## src/rtl/mips_regfile_sb_pkg.sv

```systemverilog
// Shared constants for the mips_32_pipeline family: regfile defaults,
// the hardwired zero register and the opcode encodings used by the pipeline.
package mips32_pkg;

    localparam int unsigned DEF_DATA_W   = 32;
    localparam int unsigned DEF_ADDR_W   = 5;
    localparam int unsigned DEF_NUM_REGS = 32;

    localparam logic [DEF_ADDR_W-1:0] REG_ZERO = '0;

    localparam logic [5:0] OP_ADD  = 6'b000000;
    localparam logic [5:0] OP_SUB  = 6'b000001;
    localparam logic [5:0] OP_AND  = 6'b000010;
    localparam logic [5:0] OP_OR   = 6'b000011;
    localparam logic [5:0] OP_SLT  = 6'b000100;
    localparam logic [5:0] OP_MUL  = 6'b000101;
    localparam logic [5:0] OP_HLT  = 6'b111111;
    localparam logic [5:0] OP_LW   = 6'b001000;
    localparam logic [5:0] OP_SW   = 6'b001001;
    localparam logic [5:0] OP_ADDI = 6'b001010;
    localparam logic [5:0] OP_SUBI = 6'b001011;
    localparam logic [5:0] OP_SLTI = 6'b001100;
    localparam logic [5:0] OP_BNEQZ = 6'b001101;
    localparam logic [5:0] OP_BEQZ = 6'b001110;

endpackage

```

## src/rtl/mips_regfile_sb_if.sv

```systemverilog
// Operand-read / issue / writeback bus between the ID/WB stages (master)
// and the scoreboarded register file (slave).
interface mips_regfile_sb_if
    import mips32_pkg::*;
#(
    parameter int unsigned DATA_W = DEF_DATA_W,
    parameter int unsigned ADDR_W = DEF_ADDR_W,
    parameter int unsigned NUM_RD = 2
);
    logic [NUM_RD*ADDR_W-1:0] rd_addr;
    logic [NUM_RD*DATA_W-1:0] rd_data;
    logic [NUM_RD-1:0]        rd_busy;
    logic                     issue_valid;
    logic [ADDR_W-1:0]        issue_dst;
    logic                     issue_ready;
    logic                     wb_valid;
    logic [ADDR_W-1:0]        wb_addr;
    logic [DATA_W-1:0]        wb_data;
    logic [ADDR_W:0]          pending_cnt;
    logic                     wb_err;

    modport master (
        output rd_addr, issue_valid, issue_dst, wb_valid, wb_addr, wb_data,
        input  rd_data, rd_busy, issue_ready, pending_cnt, wb_err
    );

    modport slave (
        input  rd_addr, issue_valid, issue_dst, wb_valid, wb_addr, wb_data,
        output rd_data, rd_busy, issue_ready, pending_cnt, wb_err
    );
endinterface

```

## src/rtl/mips_sb_bits.sv

```systemverilog
// Pending-write scoreboard: one bit per register, set on issue, cleared on
// writeback (a same-cycle issue wins), plus popcount and sticky error flag.
module mips_sb_bits
    import mips32_pkg::*;
#(
    parameter int unsigned ADDR_W   = DEF_ADDR_W,
    parameter int unsigned NUM_REGS = DEF_NUM_REGS,
    parameter int unsigned ZERO_REG = 1
) (
    input  logic                clk1,
    input  logic                rst_n,
    input  logic                issue_valid_i,
    input  logic [ADDR_W-1:0]   issue_dst_i,
    input  logic                wb_valid_i,
    input  logic [ADDR_W-1:0]   wb_addr_i,
    output logic [NUM_REGS-1:0] pending_o,
    output logic                issue_ready_o,
    output logic [ADDR_W:0]     pending_cnt_o,
    output logic                wb_err_o
);
    localparam logic [ADDR_W:0] LIM = (ADDR_W+1)'(NUM_REGS);

    logic [NUM_REGS-1:0] pending_q, pending_d;
    logic [ADDR_W:0]     cnt_q, cnt_d;
    logic                err_q, err_d;
    logic                wb_hit_issue, set_en, clr_en, err_now;

    function automatic logic in_range(input logic [ADDR_W-1:0] a);
        return {1'b0, a} < LIM;
    endfunction

    function automatic logic is_zero(input logic [ADDR_W-1:0] a);
        return (ZERO_REG != 0) && (a == '0);
    endfunction

    function automatic logic pend_at(input logic [NUM_REGS-1:0] p, input logic [ADDR_W-1:0] a);
        return in_range(a) && p[a];
    endfunction

    always_comb begin
        wb_hit_issue  = wb_valid_i && (wb_addr_i == issue_dst_i);
        issue_ready_o = !pend_at(pending_q, issue_dst_i) || wb_hit_issue;
        set_en = issue_valid_i && issue_ready_o && in_range(issue_dst_i) && !is_zero(issue_dst_i);
        clr_en = wb_valid_i && in_range(wb_addr_i) && !is_zero(wb_addr_i);

        pending_d = pending_q;
        if (clr_en) pending_d[wb_addr_i] = 1'b0;
        if (set_en) pending_d[issue_dst_i] = 1'b1;

        // Counting the next vector keeps the count exact even for stray writebacks.
        cnt_d = '0;
        for (int unsigned i = 0; i < NUM_REGS; i++)
            cnt_d = cnt_d + (ADDR_W+1)'(pending_d[i]);

        err_now = (wb_valid_i && !in_range(wb_addr_i))
               || (issue_valid_i && !in_range(issue_dst_i))
               || (wb_valid_i && in_range(wb_addr_i) && !pend_at(pending_q, wb_addr_i)
                   && !(issue_valid_i && issue_dst_i == wb_addr_i) && !is_zero(wb_addr_i));
        err_d = err_q || err_now;
    end

    always_ff @(posedge clk1 or negedge rst_n) begin
        if (!rst_n) begin
            pending_q <= '0;
            cnt_q     <= '0;
            err_q     <= 1'b0;
        end else begin
            pending_q <= pending_d;
            cnt_q     <= cnt_d;
            err_q     <= err_d;
        end
    end

    assign pending_o     = pending_q;
    assign pending_cnt_o = cnt_q;
    assign wb_err_o      = err_q;
endmodule

```

## src/rtl/mips_regfile_sb.sv

```systemverilog
// Register file with write-through bypass and pending-write scoreboard;
// ID reads operands and stalls on rd_busy, issue marks dst, WB clears it.
module mips_regfile_sb
    import mips32_pkg::*;
#(
    parameter int unsigned DATA_W   = DEF_DATA_W,
    parameter int unsigned NUM_REGS = DEF_NUM_REGS,
    parameter int unsigned ADDR_W   = DEF_ADDR_W,
    parameter int unsigned NUM_RD   = 2,
    parameter int unsigned ZERO_REG = 1
) (
    input  logic              clk1,
    input  logic              rst_n,
    mips_regfile_sb_if.slave  bus
);
    localparam logic [ADDR_W:0] LIM = (ADDR_W+1)'(NUM_REGS);

    logic [DATA_W-1:0]        Reg [NUM_REGS];
    logic [NUM_REGS-1:0]      pending;
    logic                     issue_ready;
    logic [ADDR_W:0]          pending_cnt;
    logic                     wb_err;
    logic                     wb_we;
    logic [NUM_RD*DATA_W-1:0] rd_data_c;
    logic [NUM_RD-1:0]        rd_busy_c;
    logic [ADDR_W-1:0]        ra;

    function automatic logic in_range(input logic [ADDR_W-1:0] a);
        return {1'b0, a} < LIM;
    endfunction

    function automatic logic writable(input logic [ADDR_W-1:0] a);
        return in_range(a) && !((ZERO_REG != 0) && (a == '0));
    endfunction

    mips_sb_bits #(
        .ADDR_W   (ADDR_W),
        .NUM_REGS (NUM_REGS),
        .ZERO_REG (ZERO_REG)
    ) u_sb (
        .clk1          (clk1),
        .rst_n         (rst_n),
        .issue_valid_i (bus.issue_valid),
        .issue_dst_i   (bus.issue_dst),
        .wb_valid_i    (bus.wb_valid),
        .wb_addr_i     (bus.wb_addr),
        .pending_o     (pending),
        .issue_ready_o (issue_ready),
        .pending_cnt_o (pending_cnt),
        .wb_err_o      (wb_err)
    );

    assign wb_we = bus.wb_valid && writable(bus.wb_addr);

    always_ff @(posedge clk1 or negedge rst_n) begin
        if (!rst_n) begin
            for (int unsigned i = 0; i < NUM_REGS; i++) Reg[i] <= '0;
        end else if (wb_we) begin
            Reg[bus.wb_addr] <= bus.wb_data;
        end
    end

    always_comb begin
        rd_data_c = '0;
        rd_busy_c = '0;
        ra        = '0;
        for (int unsigned i = 0; i < NUM_RD; i++) begin
            ra = bus.rd_addr[i*ADDR_W +: ADDR_W];
            if (wb_we && bus.wb_addr == ra)
                rd_data_c[i*DATA_W +: DATA_W] = bus.wb_data;
            else if (writable(ra))
                rd_data_c[i*DATA_W +: DATA_W] = Reg[ra];
            rd_busy_c[i] = in_range(ra) && pending[ra] && !(bus.wb_valid && bus.wb_addr == ra);
        end
    end

    assign bus.rd_data     = rd_data_c;
    assign bus.rd_busy     = rd_busy_c;
    assign bus.issue_ready = issue_ready;
    assign bus.pending_cnt = pending_cnt;
    assign bus.wb_err      = wb_err;
endmodule

```

## src/flat_wrapper.sv

```systemverilog
// flat-port wrapper written by rule: the top's interface ports become plain ports
module mips_regfile_sb_flat import mips32_pkg::*;
#(
    parameter int unsigned DATA_W   = DEF_DATA_W,
    parameter int unsigned NUM_REGS = DEF_NUM_REGS,
    parameter int unsigned ADDR_W   = DEF_ADDR_W,
    parameter int unsigned NUM_RD   = 2,
    parameter int unsigned ZERO_REG = 1
)
  (clk1, rst_n, bus_rd_addr, bus_issue_valid, bus_issue_dst, bus_wb_valid, bus_wb_addr, bus_wb_data, bus_rd_data, bus_rd_busy, bus_issue_ready, bus_pending_cnt, bus_wb_err);
  mips_regfile_sb_if #(.DATA_W(DATA_W), .ADDR_W(ADDR_W), .NUM_RD(NUM_RD)) bus_i ();
  input  logic clk1;
  input  logic rst_n;
  input wire logic [$bits(bus_i.rd_addr)-1:0] bus_rd_addr;
  input wire logic [$bits(bus_i.issue_valid)-1:0] bus_issue_valid;
  input wire logic [$bits(bus_i.issue_dst)-1:0] bus_issue_dst;
  input wire logic [$bits(bus_i.wb_valid)-1:0] bus_wb_valid;
  input wire logic [$bits(bus_i.wb_addr)-1:0] bus_wb_addr;
  input wire logic [$bits(bus_i.wb_data)-1:0] bus_wb_data;
  output wire logic [$bits(bus_i.rd_data)-1:0] bus_rd_data;
  output wire logic [$bits(bus_i.rd_busy)-1:0] bus_rd_busy;
  output wire logic [$bits(bus_i.issue_ready)-1:0] bus_issue_ready;
  output wire logic [$bits(bus_i.pending_cnt)-1:0] bus_pending_cnt;
  output wire logic [$bits(bus_i.wb_err)-1:0] bus_wb_err;
  assign bus_i.rd_addr = bus_rd_addr;
  assign bus_i.issue_valid = bus_issue_valid;
  assign bus_i.issue_dst = bus_issue_dst;
  assign bus_i.wb_valid = bus_wb_valid;
  assign bus_i.wb_addr = bus_wb_addr;
  assign bus_i.wb_data = bus_wb_data;
  assign bus_rd_data = bus_i.rd_data;
  assign bus_rd_busy = bus_i.rd_busy;
  assign bus_issue_ready = bus_i.issue_ready;
  assign bus_pending_cnt = bus_i.pending_cnt;
  assign bus_wb_err = bus_i.wb_err;
  mips_regfile_sb #(.DATA_W(DATA_W), .NUM_REGS(NUM_REGS), .ADDR_W(ADDR_W), .NUM_RD(NUM_RD), .ZERO_REG(ZERO_REG)) u_core (.clk1(clk1), .rst_n(rst_n), .bus(bus_i));
endmodule
```

## config.mk

```make
export PLATFORM = sky130hd
export DESIGN_NAME = mips_regfile_sb_flat
export DESIGN_NICKNAME = d
export VERILOG_FILES = /design/src/rtl/mips_regfile_sb_pkg.sv /design/src/rtl/mips_regfile_sb_if.sv /design/src/rtl/mips_sb_bits.sv /design/src/rtl/mips_regfile_sb.sv /design/src/flat_wrapper.sv
export SDC_FILE = /design/constraint.sdc
export NUM_CORES = 2
export LEC_CHECK = 0
export CORE_ASPECT_RATIO = 1.25
export CORE_MARGIN = 3
export CORE_UTILIZATION = 30
export DETAILED_ROUTE_END_ITERATION = 6
export MAX_ROUTING_LAYER = met4
export PLACE_DENSITY_LB_ADDON = 0.15
export SYNTH_ARGS = -nofsm -noshare
export SYNTH_HDL_FRONTEND = slang
export SYNTH_SLANG_ARGS = --single-unit
```

## constraint.sdc

```tcl
create_clock -name clk1 -period 6.45 [get_ports clk1]
set_clock_uncertainty 0.1 [all_clocks]
set_input_delay 0.645 -clock clk1 [delete_from_list [all_inputs] [get_ports clk1]]
set_output_delay 0.645 -clock clk1 [all_outputs]
set_load 0.02 [all_outputs]
```

# --- Yosys cells after proc, flatten, opt, wreduce, memory -nomap -nowiden ---
# Index checks and enable logic that the tools add are counted.
word_totals:
  reg_bits: 1063
  word_cells: 143
classes:
  add_sub_neg: 31
  order_cmp: 10
  n_eq_ne: 4
  n_mux: 27
  bitwise: 6
  reduce_logical: 30
op_table:
  columns: ["operator", "n"]
  rows:
  - ["bitwise mux 1024 bit", 1]
  - ["two-way mux 32 bit", 11]
  - ["binary-select mux 32 bit (select 5 bit)", 2]
  - ["demux 32 bit (select 5 bit)", 1]
  - ["adder 6 x 1 -> 6 bit", 26]
  - ["AND 32 bit", 1]
  - ["NOT 32 bit", 1]
  - ["OR 32 bit", 1]
  - ["< comparator 5 x 6 -> 1 bit (second input constant)", 4]
  - ["binary-select mux 1 bit (select 5 bit)", 4]
  - ["equality test 5 bit", 4]
  - ["logical NOT 5 bit", 4]
  - [">= comparator 6 bit (second input constant)", 3]
  - ["NOT 5 -> 6 bit", 3]
  - ["logical AND 1 bit", 17]
  - ["demux 1 bit (select 5 bit)", 2]
  - [">= comparator 5 x 1 -> 1 bit (second input constant)", 2]
  - ["logical NOT 1 bit", 7]
  - ["adder 5 x 1 -> 6 bit", 1]
  - ["< comparator 6 x 1 -> 1 bit (second input constant)", 1]
  - ["two-way mux 1 bit", 6]
  - ["adder 4 x 1 -> 5 bit", 1]
  - ["adder 3 x 1 -> 4 bit", 1]
  - ["adder 2 x 1 -> 3 bit", 1]
  - ["2 further kinds", 3]

# --- Longest topological paths before layout ---
depth:
  word_depth: 40
  depth_mapped: 26
  mapped_depth_nobuf: 22

# --- Modules after synthesis ---
# A second synthesis with hierarchy kept.
unflattened:
  cells_unflattened: 4327
  area_unflattened_um2: 59453.3
by_module_without_submodules:
  columns: ["mod", "instances", "cells_per_inst", "area_each_um2", "seq_area_each_um2"]
  rows:
  - ["mips_regfile_sb", 1, 3925, 55744.7, 25624.6]
  - ["mips_sb_bits", 1, 402, 3708.6, 975.9]

# --- Worst setup path after synthesis ---
# OpenSTA, ideal clock, no wires.
synth_timing:
  path_type: "input port to flip-flop"
  start: "input bus_issue_dst[0]"
  end: "register u_core.u_sb.cnt_q[4], in the netlist u_core.u_sb.pending_cnt_o[4]"
  setup_ps: 123
  arrival_ps: 6219
  required_time_ps: 6227
  setup_slack_ps: 9
  path_stages: 24
  path_cell_list: "buf_6 > buf_6 > mux2i_1 > o22ai_1 > or4_1 > a21oi_2 > buf_2 > a32oi_1 > fa_1 > fa_1 > inv_1 > fa_1 > inv_1 > fa_1 > fa_1 > fa_1 > inv_1 > ha_1 > inv_1 > fa_1 > inv_1 > a21o_1 > a21oi_1 > xnor2_1"
synth_via:
  elab_chain_len: 38
  elab_cells_between_ends: 48
  classes_between: "add/sub (31); order compare (2); eq/ne (1); mux (5); bitwise (1); reduce/logical (8)"
synth_rtl:
  columns: ["element", "line", "text"]
  rows:
  - ["start, declared", "flat_wrapper.sv:16", "input wire logic [$bits(bus_i.issue_dst)-1:0] bus_issue_dst;"]
  - ["parallel branches: the longest is 6 deep, another holds < comparator 5 x 6 -> 1 bit", null, null]
  - ["two-way mux 32 bit *", "mips_sb_bits.sv:48", "if (set_en) pending_d[issue_dst_i] = 1'b1;"]
  - ["adder 1 x 1 -> 2 bit", "mips_sb_bits.sv:53", "cnt_d = cnt_d + (ADDR_W+1)'(pending_d[i]);"]
  - ["adder 2 x 1 -> 3 bit", "mips_sb_bits.sv:53", null]
  - ["adder 3 x 1 -> 4 bit", "mips_sb_bits.sv:53", null]
  - ["adder 4 x 1 -> 5 bit", "mips_sb_bits.sv:53", null]
  - ["adder 5 x 1 -> 6 bit", "mips_sb_bits.sv:53", null]
  - ["adder 6 x 1 -> 6 bit (25 in a row)", "mips_sb_bits.sv:53", null]
  - ["adder 6 x 1 -> 6 bit *", "mips_sb_bits.sv:53", null]
  - ["net u_core.u_sb.cnt_d[4]", "mips_sb_bits.sv:24", "logic [ADDR_W:0] cnt_q, cnt_d;"]
  - ["end signal, assigned", "mips_sb_bits.sv:69", "cnt_q <= cnt_d;"]
  - ["end, declared", "mips_sb_bits.sv:24", null]
# Mark *: on every way through the listed nets, which the timed path passes. The select of a mux whose other input is x is not followed.
# A chain may end at the register's enable or synchronous reset.

# --- Worst setup path in the final report ---
layout_timing:
  start: "input bus_issue_dst[2]"
  end: "register u_core.u_sb.cnt_q[4], in the netlist u_core.u_sb.pending_cnt_o[4]"
layout_via:
  elab_cells_between_ends: 48
  classes_between: "add/sub (31); order compare (2); eq/ne (1); mux (5); bitwise (1); reduce/logical (8)"
layout_lines:
  columns: ["element", "line", "text"]
  rows:
  - ["parallel branches: the longest is 6 deep, another holds < comparator 5 x 6 -> 1 bit", null, null]
  - ["two-way mux 32 bit *", "mips_sb_bits.sv:48", null]
  - ["net u_core.u_sb.pending_d[17]", "mips_sb_bits.sv:23", "logic [NUM_REGS-1:0] pending_q, pending_d;"]
  - ["adder 6 x 1 -> 6 bit * (15 in a row)", "mips_sb_bits.sv:53", null]
  - ["net u_core.u_sb.cnt_d[4]", "mips_sb_bits.sv:24", null]
# Marks and branches as above.

==> qor_table.md <==
| Step | Quantity | This run |
| --- | --- | --- |
| status | Result of the run | completed |
| yosys | Count of different cell masters after synthesis | 57 |
| cells and area | Area delta synth->final | 15.9% |
| yosys | Gate count of the mapped netlist | 4031 |
| timing | Final hold viol count | 0 |
| yosys | Cells taking the most area after synthesis | dfrtp_1, mux2_2, mux4_2, mux2i_1, buf_2 |
| yosys | Post-synthesis adder-cell area fraction | 0.00978 |
| cells and area | Final Net Count | 4172 |
| yosys | Synthesized Nets | 4118 |
| yosys | Syn_area_per_cell | 14.4 um2 |
| clock network | CTS HTree Levels | 3 |
| timing | Worst Tran Pin Value | 1.29 ns |
| yosys | Flip-flop and latch count after synthesis | 1063 |
| yosys | Top cell type's share of synthesized area | 0.458 |
| detailed routing | Mean routed wirelength per cell | 33.3 um |
| placement | RD Place Congestion | 0.861 |
| yosys | Xor and xnor area share after synthesis | 0.00272 |
| clock network | CTS tree | done |
| critical path | CP endpoint kind | flop |
| global routing | Initial antenna violation count | 10 |
| floorplan | Area of the placeable core | 0.191 mm2 |
| power | Static Leakage | 28.8 nW |
| placement | Half-perimeter wire length after placement | 127 mm |
| hold path | Hold crit path type | flop to flop |
| yosys | Proportion of synthesized flip-flops having asynchronous set or reset | 1.00 |
| global routing | Total global-route track usage | 0.231 |
| cells and area | Area occupied by registers | 0.0266 mm2 |
| critical path | Highest fanout seen on the critical path | 11 |
| yosys | Most used standard cells in the synthesized netlist | dfrtp_1, mux2_2, mux4_2 |
| clock network | Clock net sink count | 1063 |
| detailed routing | Post-Route WL | 224 mm |
| floorplan | Die outline width | 400 um |
| yosys | Most instantiated flip-flop cell in the synthesis netlist | dfrtp_1 |
| detailed routing | First drt pass iteration count | 5 |
| yosys | Fraction of the mapped netlist area in compound gates | 0.0768 |
| yosys | Combined area of all synthesized cells | 0.0581 mm2 |
| floorplan | Full die area | 0.199 mm2 |
| global routing | Overflow left after global routing | 0 |
| critical path | Logic depth of the worst register-to-register path | 22 |
| yosys | Count of yosys warnings during synthesis | 0 |
| clock network | Root buffer selected by CTS | clkbuf_16 |
| cells and area | Share of cells above drive strength 1 | 0.467 |
| cells and area | Finished Layout Cells | 6722 |
| detailed routing | Detailed Route Iter0 Violations | 3189 |
| cells and area | Post-layout utilization of the core | 0.352 |
| timing | Final worst path period share | 0.973 |
| critical path | Max stage delay on crit path | 0.55 ns |
| flow run | Max-cap check violation count | 0 |
| yosys | Post-synthesis cell type with the largest combined area | dfrtp_1 |
| yosys | Post-synth EDFFs | 0 |
| yosys | Post-synthesis share of cell area spent on and, or, nand and nor gates | 0.0148 |
| floorplan | Die span in y | 498 um |
| detailed routing | Post-detailed-route count of antenna-violating nets | 0 |
| yosys | Most numerous cell in the Yosys netlist | dfrtp_1 |
| critical path | Setup crit start kind | primary input |
| timing | Max transition margin | 0.136 |
| timing | Final period demand of the worst path | 6.27 ns |
| critical path | Highest-delay cell along the critical path | fa_1 |
| cells and area | Filler cell count | 18528 |
| timing | Final Max Slew Viols | 0 |
| detailed routing | Via-to-Cell Ratio | 5.77 |
| cells and area | Combined area of the multi-input logic cells | 0.0296 mm2 |
| clock network | Number of buffers inserted during clock tree synthesis | 121 |
| critical path | Required time at the endpoint of the critical path | 6.98 ns |
| global routing | Global-route wire length before repair | 320 mm |
| critical path | Critical path type | primary input to flop |
| critical path | Cell mode on critical path | fa_1 |
| clock network | Longest Clk Path Bufs | 3 |
| power | VDD IR max | 0.000819 V |
| placement | Cell total after placement | 6495 |
| timing | Highest clock frequency the design can meet | 159 MHz |
| global routing | Largest net degree at the start of global routing | 138 |
| floorplan | Std cell rows | 179 |
| detailed routing | Routed via count | 38770 |
| yosys | Combinational family with the most area after synthesis | multiplexers |
| power | Pwr Density | 347 mW/mm2 |
| placement | Port bufs | 129 |
| timing | Final setup fails | 0 |
| yosys | Sequential element share of the synthesized area | 0.458 |
| clock network | Clock edge transition at the registers on the reported setup and hold paths | 0.06 ns |
| floorplan | Top-level port count | 130 |
| global routing | Via count of the first global-routing pass | 40691 |
| critical path | Arrival time of data at the critical path endpoint | 6.80 ns |
| floorplan | Starting density of the core | 0.304 |
| hold path | Hold depth | 0 |
| yosys | Portion of netlist area occupied by mux cells | 0.400 |
| detailed routing | Remaining routing DRC violations | 0 |
| clock network | Clock insertion delay at the later pin of the skew report | 0.76 ns |
metal layers:
metal | part of all wire | GRT usage
met1 | 0.45 | 0.315
met2 | 0.48 | 0.360
met3 | 0.049 | 0.0319
met4 | 0.027 | 0.0622
met5 | 0 | -
registers in the layout (all words and copies together), names as in the netlist:
name                       cells
u_core.u_sb.pending_o         32
u_core.Reg                  1024
u_core.u_sb.wb_err_o           1
u_core.u_sb.pending_cnt_o      6
report_power, final:
part	internal (mW)	switching, mW
Clock	4.12	2.97
Combinational	4.04	3.27
Sequential	8.02	0.918
metrics by stage:
stage / TNS [ns] / power, mW / hold slack [ns] / instance area (um2) / worst slack (ns)
global placement: -3.13 / 16.4 / 0.281 / 63200 / -0.755
global route: -0.00402 / 24.7 / 0.313 / 67300 / -0.00402
floorplan: 0 / 13.8 / 0.249 / 58100 / 0.00868
CTS: 0 / 23.6 / 0.301 / 67300 / 0.0776
finish: 0 / 23.3 / 0.299 / 67300 / 0.176
detailed placement: -3.02 / 16.4 / 0.287 / 63200 / -0.714
cell usage in the layout (no fill, tap or decap), types with 44 or more instances in the layout:
cell	instances
dfrtp_1	1063
mux2_2	997
mux4_2	424
mux2i_1	246
buf_4	233
clkbuf_16	124
clkdlybuf4s50_1	118
a22oi_1	97
a221oi_1	65
o22ai_1	62
o221ai_1	59
a22o_1	46
nand2_1	44
path summary, 6_finish.rpt:
check,start,end,slack [ns]
min,u_core.Reg[1002],u_core.Reg[1002],0.30
min reg2reg,u_core.Reg[1002],u_core.Reg[1002],0.30
max in group asynchronous,rst_n,u_core.Reg[408],4.33
max reg2reg,u_core.u_sb.pending_o[12],u_core.u_sb.pending_cnt_o[4],0.23
max,bus_issue_dst[2],u_core.u_sb.pending_cnt_o[4],0.18
min in group asynchronous,rst_n,u_core.Reg[816],0.44
cell families (layout without fill, tap and decap cells):
family                   after synthesis  after routing
multiplexers                        1667           1667
XOR/XNOR                              18             18
AND/OR/NAND/NOR                      173            173
flip-flops                          1063           1063
adder cells (fa/ha/maj)               31             31
other                                  0              6
buffers and inverters                498            649
AO/OA/AOI/OAI                        581            581
repair_timing:
action	4_1_cts	5_1_grt
setup buffers	0	0
hold buffers	1	0
endpoints found under the hold margin	76	0
setup endpoints to repair	0	4
resized for setup	0	7
worst max-delay path, delay by kind of cell:
kind | cells | cell delay [ns]
adder cells (fa/ha/maj) | 8 | 3.49
buffers and inverters | 9 | 1.13
AO/OA/AOI/OAI | 5 | 0.73
AND/OR/NAND/NOR | 2 | 0.67
XOR/XNOR | 1 | 0.12
final cells by class:
class	instances	share of cell area
Antenna cell	6	0.000223
Clock buffer	184	0.0551
Clock inverter	36	0.00483
Inverter	35	0.00197
Multi-Input combinational cell	2470	0.440
Sequential cell	1063	0.395
Tap cell	2534	0.0471
Timing Repair Buffer	394	0.0555
No activity file was read; power rests on OpenSTA's default activity.
